**src/rtl/bcd_adder_seq.sv**
```systemverilog
// bcd_adder_seq: unsigned adder with iterative binary-to-BCD conversion.
//
// Adds two WIDTH-bit operands and converts the WIDTH+1 bit sum into NDIG
// packed BCD digits using shift-add-3 (double dabble), one sum bit per clock.
// Intended as the decimal front end for 7-segment display drivers.
//
// Parameters:
//   WIDTH - operand width in bits (sum is WIDTH+1 bits)
//   NDIG  - number of BCD output digits, digit 0 (units) in bcd[3:0]
//
// Ports:
//   clk   - rising-edge clock
//   rst   - asynchronous reset, active-high
//   start - one-cycle request; a/b sampled on the same edge (IDLE only)
//   a, b  - unsigned operands
//   busy  - high while the conversion is running
//   done  - one-cycle pulse; bcd valid from this cycle, held until next done
//   bcd   - packed BCD result
//   ovf   - saturation flag (only with BCD_OVF_EN)
//
// Optional feature (macro BCD_OVF_EN):
//   When defined, a sum above 10^NDIG-1 saturates bcd to all nines and sets
//   ovf. When undefined, there is no ovf port and bcd = sum mod 10^NDIG.

module bcd_adder_seq #(
    parameter int WIDTH = 4,
    parameter int NDIG  = 2
) (
    input  logic              clk,
    input  logic              rst,
    input  logic              start,
    input  logic [WIDTH-1:0]  a,
    input  logic [WIDTH-1:0]  b,
    output logic              busy,
    output logic              done,
`ifdef BCD_OVF_EN
    output logic [4*NDIG-1:0] bcd,
    output logic              ovf
`else
    output logic [4*NDIG-1:0] bcd
`endif
);

    localparam int SW = WIDTH + 1;
    localparam int BW = 4 * NDIG;
    localparam int CW = $clog2(WIDTH + 2);

    typedef enum logic [1:0] {
        S_IDLE,
        S_CONV,
        S_DONE
    } state_t;

    state_t          state_q, state_d;
    logic [SW-1:0]   sum_q, sum_d;
    logic [BW-1:0]   shreg_q, shreg_d;
    logic [CW-1:0]   cnt_q, cnt_d;
    logic            busy_q, busy_d;
    logic            done_q, done_d;
    logic [BW-1:0]   bcd_q, bcd_d;
    logic [BW-1:0]   adj;

`ifdef BCD_OVF_EN
    function automatic logic [63:0] pow10(input int n);
        logic [63:0] r;
        r = 64'd1;
        for (int i = 0; i < n; i++) begin
            r = r * 64'd10;
        end
        return r;
    endfunction

    localparam logic [63:0] BCD_MAX = pow10(NDIG) - 64'd1;

    logic ovf_pend_q, ovf_pend_d;
    logic ovf_q, ovf_d;
    logic [SW-1:0] sum_in;

    assign sum_in = SW'(a) + SW'(b);
`endif

    // Pre-shift correction: any digit >= 5 would exceed 9 after doubling,
    // so +3 makes the doubled value carry correctly into the next digit.
    always_comb begin
        adj = shreg_q;
        for (int i = 0; i < NDIG; i++) begin
            if (shreg_q[4*i +: 4] >= 4'd5) begin
                adj[4*i +: 4] = shreg_q[4*i +: 4] + 4'd3;
            end
        end
    end

    always_comb begin
        state_d = state_q;
        sum_d   = sum_q;
        shreg_d = shreg_q;
        cnt_d   = cnt_q;
        busy_d  = busy_q;
        done_d  = 1'b0;
        bcd_d   = bcd_q;
`ifdef BCD_OVF_EN
        ovf_pend_d = ovf_pend_q;
        ovf_d      = ovf_q;
`endif
        unique case (state_q)
            S_IDLE: begin
                // A start coinciding with the done pulse is dropped so
                // that done can never repeat on consecutive cycles.
                if (start && !done_q) begin
                    sum_d   = SW'(a) + SW'(b);
                    shreg_d = '0;
                    cnt_d   = CW'(SW);
                    busy_d  = 1'b1;
                    state_d = S_CONV;
`ifdef BCD_OVF_EN
                    ovf_pend_d = 64'(sum_in) > BCD_MAX;
`endif
                end
            end
            S_CONV: begin
                // The carry out of the top digit falls off the end,
                // which gives the result modulo 10^NDIG.
                shreg_d = {adj[BW-2:0], sum_q[SW-1]};
                sum_d   = sum_q << 1;
                cnt_d   = cnt_q - CW'(1);
                if (cnt_q == CW'(1)) begin
                    busy_d  = 1'b0;
                    state_d = S_DONE;
                end
            end
            S_DONE: begin
                bcd_d   = shreg_q;
                done_d  = 1'b1;
                state_d = S_IDLE;
`ifdef BCD_OVF_EN
                ovf_d = ovf_pend_q;
                if (ovf_pend_q) begin
                    bcd_d = {NDIG{4'h9}};
                end
`endif
            end
            default: begin
                busy_d  = 1'b0;
                state_d = S_IDLE;
            end
        endcase
    end

    always_ff @(posedge clk or posedge rst) begin
        if (rst) begin
            state_q <= S_IDLE;
            sum_q   <= '0;
            shreg_q <= '0;
            cnt_q   <= '0;
            busy_q  <= 1'b0;
            done_q  <= 1'b0;
            bcd_q   <= '0;
`ifdef BCD_OVF_EN
            ovf_pend_q <= 1'b0;
            ovf_q      <= 1'b0;
`endif
        end else begin
            state_q <= state_d;
            sum_q   <= sum_d;
            shreg_q <= shreg_d;
            cnt_q   <= cnt_d;
            busy_q  <= busy_d;
            done_q  <= done_d;
            bcd_q   <= bcd_d;
`ifdef BCD_OVF_EN
            ovf_pend_q <= ovf_pend_d;
            ovf_q      <= ovf_d;
`endif
        end
    end

    assign busy = busy_q;
    assign done = done_q;
    assign bcd  = bcd_q;
`ifdef BCD_OVF_EN
    assign ovf  = ovf_q;
`endif

endmodule

```
**config.mk**
```make
export PLATFORM = sky130hd
export DESIGN_NAME = bcd_adder_seq
export DESIGN_NICKNAME = d
export VERILOG_FILES = /design/src/rtl/bcd_adder_seq.sv
export SDC_FILE = /design/constraint.sdc
export NUM_CORES = 1
export LEC_CHECK = 0
export BUFFER_PORTS_ARGS = -buffer_cell sky130_fd_sc_hd__buf_2
export CAP_MARGIN = 15
export CORE_UTILIZATION = 25
export CTS_CLUSTER_DIAMETER = 200
export DETAILED_ROUTE_END_ITERATION = 10
export GPL_ROUTABILITY_DRIVEN = 0
export PLACE_DENSITY = 0.48
export SYNTH_ARGS = -nofsm -noshare
export SYNTH_HDL_FRONTEND = slang
export SYNTH_SLANG_ARGS = --single-unit
```
**constraint.sdc**
```tcl
create_clock -name clk -period 1.3 [get_ports clk]
set_input_delay 0.195 -clock clk [delete_from_list [all_inputs] [get_ports clk]]
set_output_delay 0.195 -clock clk [all_outputs]
set_load 0.05 [all_outputs]
```
# Yosys cells after proc, flatten, opt, wreduce, memory -nomap -nowiden

Cells that the tools add are included.

Register bits after elaboration: 28
Bits of input ports: 11
Output and inout bits: 10
Logic and storage cells: 41

Add/subtract/negate cells: 4
$lt $le $gt $ge: 2
Eq/ne operators: 5
Muxes and demuxes: 15
Bitwise logic cells: 1
Reduce and logical (&&, ||, !) cells: 7

Operator list:

| cell                | number |
|---|---|
| $pmux 8 s2          | 1 |
| $pmux 5 s2          | 1 |
| $ge 4x3->1 const B  | 2 |
| $mux 8              | 1 |
| $mux 3              | 2 |
| $pmux 3 s2          | 1 |
| $add 4x4->5         | 1 |
| $mux 5              | 1 |
| $add 4x2->4 const B | 1 |
| $mux 2              | 2 |
| $mux 4              | 1 |
| $ne 2x2->1 const B  | 2 |
| $pmux 2 s2          | 1 |
| $reduce_and 2->1    | 2 |
| $add 3x2->3 const B | 1 |
| $eq 3x1->1 const B  | 1 |
| $mux 1              | 3 |
| $pmux 1 s3          | 1 |
| $reduce_and 3->1    | 1 |
| $sub 3x1->3 const B | 1 |
| $eq 2x1->1 const B  | 1 |
| $eq 2x2->1 const B  | 1 |
| $logic_not 2->1     | 1 |
| $reduce_bool 2->1   | 1 |
| 3 further kinds     | 3 |

# Longest topological paths before layout

Gate-level depths: netlist of run 1.

Word-level depth: 4
Gate-level depth with buffers: 6
Mapped depth without buffers: 6

# Worst setup path before layout of run 1

OpenSTA, ideal clock, no wires.

Kind: register to register
Start point: register done_q (netlist: done)
End point: register sum_q[2]
Setup time: 0.066 ns
Data arrival time: 1.409 ns
Required time: 1.234 ns
Slack: -0.175 ns
Stages on the path, launching flop included: 6
Buffers on the path: 1
Clock period less this slack: 1.475 ns
Cell sequence: dfrtp_1 nand2b_1 or3_4 buf_6 nor2_2 a221o_1

Cells in the longest elaborated chain, start to end: 4

RTL lines:

| item                              | RTL line | source |
|---|---|---|
| start, declared                   | 59       | `logic done_q, done_d;` |
| start signal, assigned            | 168      | `done_q <= done_d;` |
| $logic_not 1->1                   | 109      | `if (start && !done_q) begin` |
| $logic_and 1x1->1                 | 109      |  |
| $ne 2x2->1 (no source line)       | n/a      |  |
| $reduce_and 2->1 (no source line) | n/a      |  |
| end signal, assigned              | 164      | `sum_q <= sum_d;` |
| end, declared                     | 55       | `logic [SW-1:0] sum_q, sum_d;` |

No other way between the ends.
A chain may end at the register's enable or synchronous reset.

# Worst setup path after layout of run 1

Start point: register shreg_q[1]
End point: register shreg_q[1]

Cells in the longest elaborated chain, start to end: 3

RTL lines:

| item                   | RTL line | source |
|---|---|---|
| start, declared        | 56       | `logic [BW-1:0] shreg_q, shreg_d;` |
| start signal, assigned | 165      | `shreg_q <= shreg_d;` |
| $ge 4x3->1             | 87       | `if (shreg_q[4*i +: 4] >= 4'd5) begin` |
| $mux 4                 | 87       |  |
| $pmux 8 s2             | 105      | `unique case (state_q)` |

No other way between the ends.

==> results of run 1 <==
area by class of cell:
type | instances | area [um^2]
Fill cell | 519 | 3358
Tap cell | 70 | 87.58
Multi-Input combinational cell | 84 | 711.9
Timing Repair Buffer | 43 | 287.8
Inverter | 9 | 33.78
Sequential cell | 28 | 703.2
Clock buffer | 4 | 55.05
flip-flops by register name, summed over array words and instances, names as in the netlist:
signal,cells
bcd,8
shreg_q,8
sum_q,5
cnt_q,3
state_q,2
busy,1
done,1
worst min-delay path: cells and delay by family:
kind | cells | cell delay, ns
adder cells (fa/ha/maj) | 1 | 0.12
AO/OA/AOI/OAI | 1 | 0.11
buffers and inverters | 1 | 0.08
routing by layer:
layer	track usage [%]	up-vias
met5	0	-
met4	3.462	0
met3	2.143	2
met2	17.14	26
met1	13.24	491
li1	-	519
timing repair:
action                                 CTS  global route
setup buffers                            1             3
hold buffers                             1             0
pin swaps                                3             5
gates resized for setup                  7            14
endpoints found under the hold margin    8             0
setup endpoints to repair                5            18
cell usage in the layout, fill, tap and decap left out, types with 5 or more instances in the layout:
cell type	count
dfrtp_1	26
o21ai_0	5
ha_1	6
buf_2	20
nand2_1	13
mux2_2	8
inv_1	7
buf_4	21
metrics by stage:
step	cells	setup slack [ns]	util (%)	total power, mW	TNS, ns
2_1_floorplan	126	-0.04223	-	2.795	-0.05069
3_3_place_gp	229	-0.1563	32.66	3.352	-0.3919
3_5_place_dp	229	-0.1840	32.66	3.405	-0.5206
4_1_cts	235	0.0004075	34.71	4.079	0
5_1_grt	238	-0.02774	35.88	4.525	-0.06511
6_report	238	0.03673	35.88	4.197	0
worst max path at each step:
stage / startpoint / slack (ns) / endpoint
2_1_floorplan: done / -0.04 / sum_q[2]
3_3_place_gp: a[0] / -0.16 / sum_q[2]
3_5_place_dp: a[0] / -0.18 / sum_q[2]
4_1_cts: shreg_q[4] / 0.0004 / shreg_q[5]
5_1_grt: shreg_q[1] / -0.03 / shreg_q[1]
6_report: shreg_q[1] / 0.04 / shreg_q[1]
kinds of logic after synthesis:
| group | after synthesis |
|---|---|
| muxes | 8 |
| adders and majority gates | 11 |
| DFF | 28 |
| AOI/OAI and AO/OA | 27 |
| and+or+nand+nor | 32 |
| buffers and inverters | 14 |
| xor gates and xnor gates | 6 |
report_power, final:
group | internal, mW | leakage, nW | switching (mW)
combinational | 0.981 | 0.524 | 1.21
clock | 0.271 | 0.0288 | 0.258
sequential | 1.20 | 0.361 | 0.277
==> results by group, run 1 <==
Min path
  – Hold path endpoint: sum_q[0]
  – Worst hold path class: in -> reg
  – Worst hold path depth: 3
  – Hold Crit Start: b[0]

Die
  – DIE WIDTH: 76.84 um
  – Initial Util: 26.73%
  – # IOs: 21
  – Die height: 76.84 um
  – Row Count: 26
  – Core Footprint: 5238 um^2
  – Die area: 5904 um^2

Drt
  – Routed length on met2: 1388 um
  – Met3 routed WL: 94 um
  – Met1 WL: 1359 um
  – DRT iter0 DRCs: 59
  – Routed WL per cell: 12.08 um
  – Post-DR vias/cell: 4.361
  – DRC viols: 0
  – Vias: 1038
  – Top layer in use: met4
  – Drt total wl: 2875 um
  – Detail Route Antenna Nets: 0
  – TritonRoute pass-1 iters: 4

Setup path
  – Crit path DAT: 1.42 ns
  – Reg-to-reg startpoint: shreg_q[1]
  – Crit path largest cell delay: 0.37 ns
  – Buf/Inv on CP: 1
  – Worst reg2reg endpoint: shreg_q[1]
  – WP depth: 6
  – Flop-to-flop setup slack: 0.04 ns
  – CP required: 1.45 ns
  – Setup crit start kind: register
  – Worst path slowest cell: dfrtp_1
  – Worst-path cell chain: inv_2, ha_2, nand2b_4, a21oi_4, xnor2_1, o21ai_1
  – CP Max Fanout: 3
  – Critical setup path kind: reg -> reg
  – Critical path's top delay family: flip-flops
  – CP Capture Type: register
  – FF-to-FF path depth: 6

Logic synthesis
  – Cells taking the most area after synthesis: dfrtp_1, ha_1, mux2_2
  – Proportion of synthesized area in mux cells: 6.434%
  – Register bit count reported by yosys: 28
  – Synthesized-area fraction occupied by and/or/nand/nor cells: 11.62%
  – Synth cell types: 30
  – Post-synthesis async set-or-reset flop share: 100.0%
  – Syn. warnings: 0
  – Post-synthesis adder-cell area fraction: 10.37%
  – Number of synthesized flops with an enable pin: 0
  – Syn nets: 148
  – Most used DFF post-synth: dfrtp_1
  – Post-Synth XOR/XNOR Area: 3.753%
  – Register area share after synthesis: 50.04%
  – Largest family of logic cells by synthesized area: compound AO/OA/AOI/OAI gates
  – Mapped Cells: 126
  – Area share of the largest cell type after synthesis: 50.04%
  – Compound-cell area share of the yosys netlist: 12.78%
  – Avg Cell Area, Syn: 11.11 um^2
  – Cell with the most instances after synthesis: dfrtp_1
  – Cell Area, Synth: 1400 um^2
  – Post-synth top cells: dfrtp_1, nand2_1, ha_1, inv_1, mux2_2
  – Largest area contributor in the netlist: dfrtp_1

STA
  – Skew final: 0.002301 ns
  – Max Clock Freq: 0.7916 GHz
  – Slew Viols, Final: 0
  – # setup viols final: 0
  – Final min period: 1.263 ns
  – Share of the clock period used by the worst path: 97.17%
  – Final hold violations: 0
  – Max_slew headroom: 75.78%
  – Unrepaired setup endpoints after global routing: true
  – Worst Tran Pin Value: 0.3629 ns
  – Final hold slack: 0.2664 ns

Clock network
  – H-Tree Depth: 1
  – Clock Path Buffers: 2
  – CTS Sinks: 28
  – TritonCTS clock tree: yes
  – Clock root buffer: clkbuf_8
  – Worst-path clk slew: 0.09 ns
  – Inserted Clock Buffers: 3
  – Clock Latency Late Sink: 0.27 ns

Global route
  – Vias in the first global route: 1048
  – Grt total ovfl: 0
  – Largest net degree at the start of global routing: 16
  – Initial antenna violation count: 0
  – First-pass GRT wire length: 4843 um
  – GRT Util Overall: 10.32%

Pwr
  – Max IR drop VDD: 793.4 uV
  – Power density over the cells: 2233 nW/um^2
  – Leakage power: 0.9142 nW

Place
  – DP HPWL: 2063 um
  – IO Port Bufs: 20
  – Instance area at placement: 1710 um^2

Final layout
  – Post-route cell area: 1879 um^2
  – Share of layout cells above drive strength 1: 43.45%
  – Nets@finish: 191
  – # diodes: 0
  – Area Overhead vs Synth: 34.23%

Run
  – Maxcap violations: 0

Status
  – Status: completed
(Power assumes the default switching activity.)
==> run 2, diff against run 1 <==
- CORE_UTILIZATION: 25 -> 26
- PLACE_DENSITY: 0.48 -> 0.49
==> run 2 against run 1 <==
First-iteration DRC count fell by 63%. Combinational power increased by 4%. Flip-flop and latch count is the same. Worst hold slack lost 0.011 ns. Highest routed layer is now met3. Cell count fell by 0.42%. Design area grew 1.0%. Critical path depth shrank 1. Worst setup slack lost 0.045 ns. Clock-buffer cell count did not move. Register-to-register slack got worse by 0.04 ns. Routed wire length is 3.2% lower. The flow now finishes with violations (setup timing).
==> results by group, run 2 (synthesized netlist as in run 1, its figures left out) <==
Status
  – Status: complete, but fails checks
  – Failing checks: setup timing

STA
  – Setup TNS: -0.008208 ns (-0.008208 ns)
  – Max Clock Freq: 0.7644 GHz (-3.4%)
  – Unrepaired setup endpoints after global routing: true
  – Final WS setup: -0.008208 ns (-0.04493 ns)
  – Final min period: 1.308 ns (+0.04493 ns)
  – Slew Viols, Final: 0 (unchanged)
  – Worst Tran Pin Value: 0.3684 ns (+0.005542 ns)
  – Final hold violations: 0 (unchanged)
  – Max_slew headroom: 75.25% (-0.53 points)
  – Skew final: 0.004505 ns (+0.002204 ns)
  – # setup viols final: 1 (+1)
  – Share of the clock period used by the worst path: 100.6% (+3.5 points)

Drt
  – TritonRoute pass-1 iters: 4 (unchanged)
  – Vias: 1077 (+3.8%)
  – DRT iter0 DRCs: 22 (-63%)
  – Post-DR vias/cell: 4.544 (+4.2%)
  – DRC viols: 0 (unchanged)
  – Drt total wl: 2782 um (-3.2%)
  – Routed WL per cell: 11.74 um (-2.8%)
  – Detail Route Antenna Nets: 0 (unchanged)

Setup path
  – CP required: 1.45 ns (about the same)
  – CP Capture Type: register
  – Worst-path cell chain: ha_2, nand2b_4, a21oi_4, xnor2_2, o21ai_1
  – Setup crit start kind: register
  – Critical path's top delay family: flip-flops
  – Buf/Inv on CP: 0 (-1)
  – Critical setup path kind: reg -> reg
  – Crit path DAT: 1.46 ns (+0.04 ns)
  – Crit path largest cell delay: 0.43 ns (+0.06 ns)
  – CP Max Fanout: 4 (+1)
  – Worst path slowest cell: dfrtp_1

Global route
  – Met1 global-route usage: 12.81% (-0.43 points)
  – GRT met3 Usage: 4.233% (+2.1 points)
  – GRT Util Overall: 10.76% (+0.44 points)
  – Met2 Use GR: 18.95% (+1.8 points)
  – Busiest layer in global routing: met2
  – Initial antenna violation count: 0 (unchanged)
  – First-pass GRT wire length: 4657 um (-3.8%)
  – Grt total ovfl: 0 (unchanged)
  – Largest net degree at the start of global routing: 29 (+13)
  – Vias in the first global route: 1079 (+3.0%)

Clock network
  – Clock root buffer: clkbuf_8
  – H-Tree Depth: 1 (unchanged)
  – CTS Sinks: 28 (unchanged)
  – Worst-path clk slew: 0.09 ns (about the same)
  – TritonCTS clock tree: yes
  – Inserted Clock Buffers: 3 (unchanged)
  – Clock Latency Late Sink: 0.27 ns (about the same)
  – Clock Path Buffers: 2 (unchanged)

Final layout
  – # diodes: 0 (unchanged)
  – Fillers: 548 (+5.6%)
  – Commonest non-fill, non-tap cell in the layout: dfrtp_1
  – Most frequent cells in the layout: dfrtp_1, buf_2, buf_4
  – Area Overhead vs Synth: 35.57%
  – Share of layout cells above drive strength 1: 45.51% (+2.1 points)
  – Reg area: 703.2 um^2 (unchanged)
  – Multi-input gate area: 747.0 um^2 (+4.9%)
  – Nets@finish: 190 (-0.52%)
  – Post-route cell area: 1898 um^2 (+1.0%)

Die
  – # IOs: 21 (unchanged)
  – DIE WIDTH: 75.38 um (-1.9%)
  – Initial Util: 27.24% (+0.51 points)
  – Core Footprint: 5140 um^2 (-1.9%)
  – Die height: 75.38 um (-1.9%)
  – Die area: 5682 um^2 (-3.8%)
  – Row Count: 26 (unchanged)

Run
  – Maxcap violations: 0 (unchanged)

Pwr
  – Clock group share of total power: 12.6% (about the same)
  – Net Switching: 1.796 mW (+3.0%)
  – Cell internal pwr: 2.498 mW (+1.8%)
  – Sequential Power Share: 34.5% (-0.7 points)
  – Leakage power: 0.9213 nW (+0.77%)
  – Max IR drop VDD: 908.6 uV (+15%)
  – Power consumption: 4.294 mW (+2.3%)
  – Switching power share of the total: 41.82% (+0.28 points)
  – Power density over the cells: 2262 nW/um^2 (+1.3%)
  – Combinational power share: 52.9% (+0.7 points)

Place
  – DP HPWL: 1987 um (-3.7%)
  – IO Port Bufs: 20 (unchanged)
  – Pre-CTS setup slack: -0.1743 ns (+0.009656 ns)
  – Instance area at placement: 1690 um^2 (-1.2%)

Min path
  – Worst hold path class: in -> reg
-- run 2: timing repair --
action,4_1_cts,5_1_grt
hold buffers,1,0
setup buffers,0,4
resized for setup,6,23
setup endpoints to repair,4,15
pin swaps,2,6
endpoints found under the hold margin,28,0
-- run 2: power by group through the flow --
stage | Sequential [mW] | Combinational, mW | Clock [mW]
3_5_place_dp | 1.45 | 1.94 | 0
3_3_place_gp | 1.44 | 1.89 | 0
5_1_grt | 1.53 | 2.51 | 0.588
6_report | 1.48 | 2.27 | 0.539
4_1_cts | 1.45 | 1.99 | 0.555
2_1_floorplan | 1.76 | 1.03 | 0
-- run 2: path summary, 6_finish.rpt --
| kind | end | cells past startpoint | slack [ns] | start |
|---|---|---|---|---|
| setup reg to reg | shreg_q[1] | 5 | -0.008 | shreg_q[0] |
| setup / recovery | shreg_q[1] | 5 | -0.008 | shreg_q[0] |
| hold reg to reg | cnt_q[1] | 2 | 0.49 | cnt_q[1] |
| hold / removal | sum_q[0] | 3 | 0.26 | b[0] |
| min in group asynchronous | bcd[5] | 4 | 0.52 | rst |
| max in group asynchronous | done | 4 | 0.49 | rst |
-- run 2: stage by stage --
step	cells	utilization [%]	hold slack, ns
6_report	237	36.93	0.2556
2_1_floorplan	126	-	0.2603
5_1_grt	237	36.93	0.2649
3_5_place_dp	228	32.89	0.2943
4_1_cts	233	34.52	0.2526
3_3_place_gp	228	32.89	0.2767
-- run 2: cell type report --
type	count	share of cell area, %
Multi-Input combinational cell	84	39.35
Sequential cell	28	37.05
Timing Repair Buffer	42	14.30
Tap cell	70	4.614
Clock buffer	4	2.900
Inverter	9	1.780
-- run 2: tightest hold or removal path, cell delays in order --
cell	delay, ns
buf_2	0.08
ha_1	0.11
a22o_1	0.12
-- run 2: layer usage --
metal  share of wire [%]  vias to the layer above
li1                    -                      517
met4                   0                        0
met5                   0                        -
met2                  49                       23
met1                  46                      537
met3                 4.6                        0
==> run 3, diff against run 2 <==
- PLACE_DENSITY: 0.49 -> unset
==> run 3 against run 2 <==
The flow now finishes without violations. Via count decreased by 6.9%. Routed wire length fell by 5.9%. Design area is 2.8% lower. Highest routed layer is now met4.
==> results by group, run 3 (synthesized netlist as in run 1, its figures left out) <==
Run
  – Maxcap violations: 0 (unchanged)

Die
  – Initial Util: 27.24% (unchanged)
  – Die area: 5682 um^2 (unchanged)
  – # IOs: 21 (unchanged)
  – Row Count: 26 (unchanged)
  – Die height: 75.38 um (unchanged)
  – Core Footprint: 5140 um^2 (unchanged)
  – DIE WIDTH: 75.38 um (unchanged)

Setup path
  – CP Capture Type: register
  – CP required: 1.46 ns (about the same)
  – FF-to-FF path depth: 5 (unchanged)
  – Crit path DAT: 1.43 ns (-0.03 ns)
  – Setup crit start kind: register
  – Critical setup path kind: reg -> reg
  – CP Max Fanout: 4 (unchanged)

Place
  – IO Port Bufs: 20 (unchanged)
  – Pre-CTS setup slack: -0.1843 ns (-0.009926 ns)
  – DP HPWL: 1821 um (-8.4%)
  – Instance area at placement: 1688 um^2 (-0.15%)

Pwr
  – Clock group share of total power: 13.0% (+0.4 points)
  – Leakage power: 0.8902 nW (-3.4%)
  – Power consumption: 4.083 mW (-4.9%)
  – Sequential Power Share: 36.1% (+1.6 points)
  – Cell internal pwr: 2.378 mW (-4.8%)
  – Net Switching: 1.705 mW (-5.0%)
  – Max IR drop VDD: 767.7 uV (-16%)
  – Switching power share of the total: 41.77% (-0.053 points)
  – Combinational power share: 50.9% (-2.0 points)
  – Power density over the cells: 2214 nW/um^2 (-2.1%)

Drt
  – TritonRoute pass-1 iters: 4 (unchanged)
  – Routed WL per cell: 11.23 um (-4.3%)
  – Vias: 1003 (-6.9%)
  – DRT iter0 DRCs: 59 (+170%)
  – Post-DR vias/cell: 4.305 (-5.3%)
  – DRC viols: 0 (unchanged)
  – Drt total wl: 2617 um (-5.9%)
  – Detail Route Antenna Nets: 0 (unchanged)

STA
  – Final WS setup: 0.03330 ns (+0.04151 ns)
  – Skew final: 0.002878 ns (-0.001626 ns)
  – Final min period: 1.267 ns (-0.04151 ns)
  – Share of the clock period used by the worst path: 97.44% (-3.2 points)
  – Worst Tran Pin Value: 0.3645 ns (-0.003915 ns)
  – Final hold slack: 0.2601 ns (+0.004506 ns)
  – Max Clock Freq: 0.7895 GHz (+3.3%)
  – Slew Viols, Final: 0 (unchanged)
  – Max_slew headroom: 75.70% (+0.45 points)
  – # setup viols final: 0 (-1)
  – Unrepaired setup endpoints after global routing: true
  – Final hold violations: 0 (unchanged)

Clock network
  – Clock Latency Late Sink: 0.27 ns (about the same)
  – Clock root buffer: clkbuf_8
  – Inserted Clock Buffers: 3 (unchanged)
  – TritonCTS clock tree: yes
  – Clock Path Buffers: 2 (unchanged)
  – Worst-path clk slew: 0.09 ns (about the same)
  – CTS Sinks: 28 (unchanged)
  – H-Tree Depth: 1 (unchanged)

Global route
  – GRT met3 Usage: 2.778% (-1.5 points)
  – GRT Util Overall: 10.19% (-0.57 points)
  – Met2 Use GR: 16.17% (-2.8 points)
  – Vias in the first global route: 958 (-11%)
  – First-pass GRT wire length: 4360 um (-6.4%)
  – Largest net degree at the start of global routing: 29 (unchanged)
  – Grt total ovfl: 0 (unchanged)
  – Initial antenna violation count: 0 (unchanged)
  – Met1 global-route usage: 14.11% (+1.3 points)
  – Busiest layer in global routing: met2

Final layout
  – Commonest non-fill, non-tap cell in the layout: dfrtp_1
  – # diodes: 0 (unchanged)
  – Nets@finish: 186 (-2.1%)
  – Area Overhead vs Synth: 31.72%
  – Most frequent cells in the layout: dfrtp_1, buf_2, buf_4
  – Share of layout cells above drive strength 1: 42.94% (-2.6 points)
  – Post-route cell area: 1844 um^2 (-2.8%)

Min path
  – Worst hold path class: in -> reg
  – Worst hold path depth: 3 (unchanged)

Status
  – Status: completed
run 3: path summary, 6_finish.rpt:
kind                       startpoint         end  slack, ns
max                        shreg_q[0]  shreg_q[1]       0.03
min in group asynchronous         rst      bcd[2]       0.53
min reg2reg                  cnt_q[1]    cnt_q[1]       0.49
max reg2reg                shreg_q[0]  shreg_q[1]       0.03
max in group asynchronous         rst  state_q[0]       0.48
min                              b[0]    sum_q[0]       0.26
run 3: worst max-delay path: stages, from the launching register on:
cell	delay [ns]
dfrtp_1	0.43
ha_2	0.19
nand2b_4	0.14
a21oi_4	0.17
xnor2_1	0.13
o21ai_1	0.09
run 3: per-layer routing:
| metal | up-vias | wire (um) |
|---|---|---|
| met5 | - | 0 |
| li1 | 512 | - |
| met1 | 477 | 1315 |
| met2 | 12 | 1190 |
| met4 | 0 | 23 |
| met3 | 2 | 88 |
run 3: cell type report:
class	count	area, um^2
Fill cell	545	3296
Inverter	9	33.78
Sequential cell	28	703.2
Clock buffer	4	55.05
Tap cell	70	87.58
Timing Repair Buffer	38	250.2
Multi-Input combinational cell	84	714.4
run 3: per-stage QoR:
step            TNS, ns  std cells  utilization, %
3_3_place_gp    -0.4407        226           32.84
4_1_cts               0        231           34.45
6_report              0        233           35.88
5_1_grt        -0.06427        233           35.88
2_1_floorplan  -0.05069        126               -
3_5_place_dp    -0.4970        226           32.84
run 3: power by group through the flow:
stage / logic, mW / clock network [mW] / registers (mW)
global route: 2.30 / 0.599 / 1.52
finish: 2.08 / 0.531 / 1.47
CTS: 1.93 / 0.559 / 1.45
global placement: 1.86 / 0 / 1.45
detailed placement: 1.88 / 0 / 1.45
floorplan: 1.03 / 0 / 1.76
run 3: timing repair:
action | CTS | global route
setup endpoints to repair | 7 | 16
hold endpoints to repair | 28 | 0
hold buffers | 1 | 0
resized for setup | 5 | 17
pin swaps | 1 | 6
buffers inserted | 0 | 2
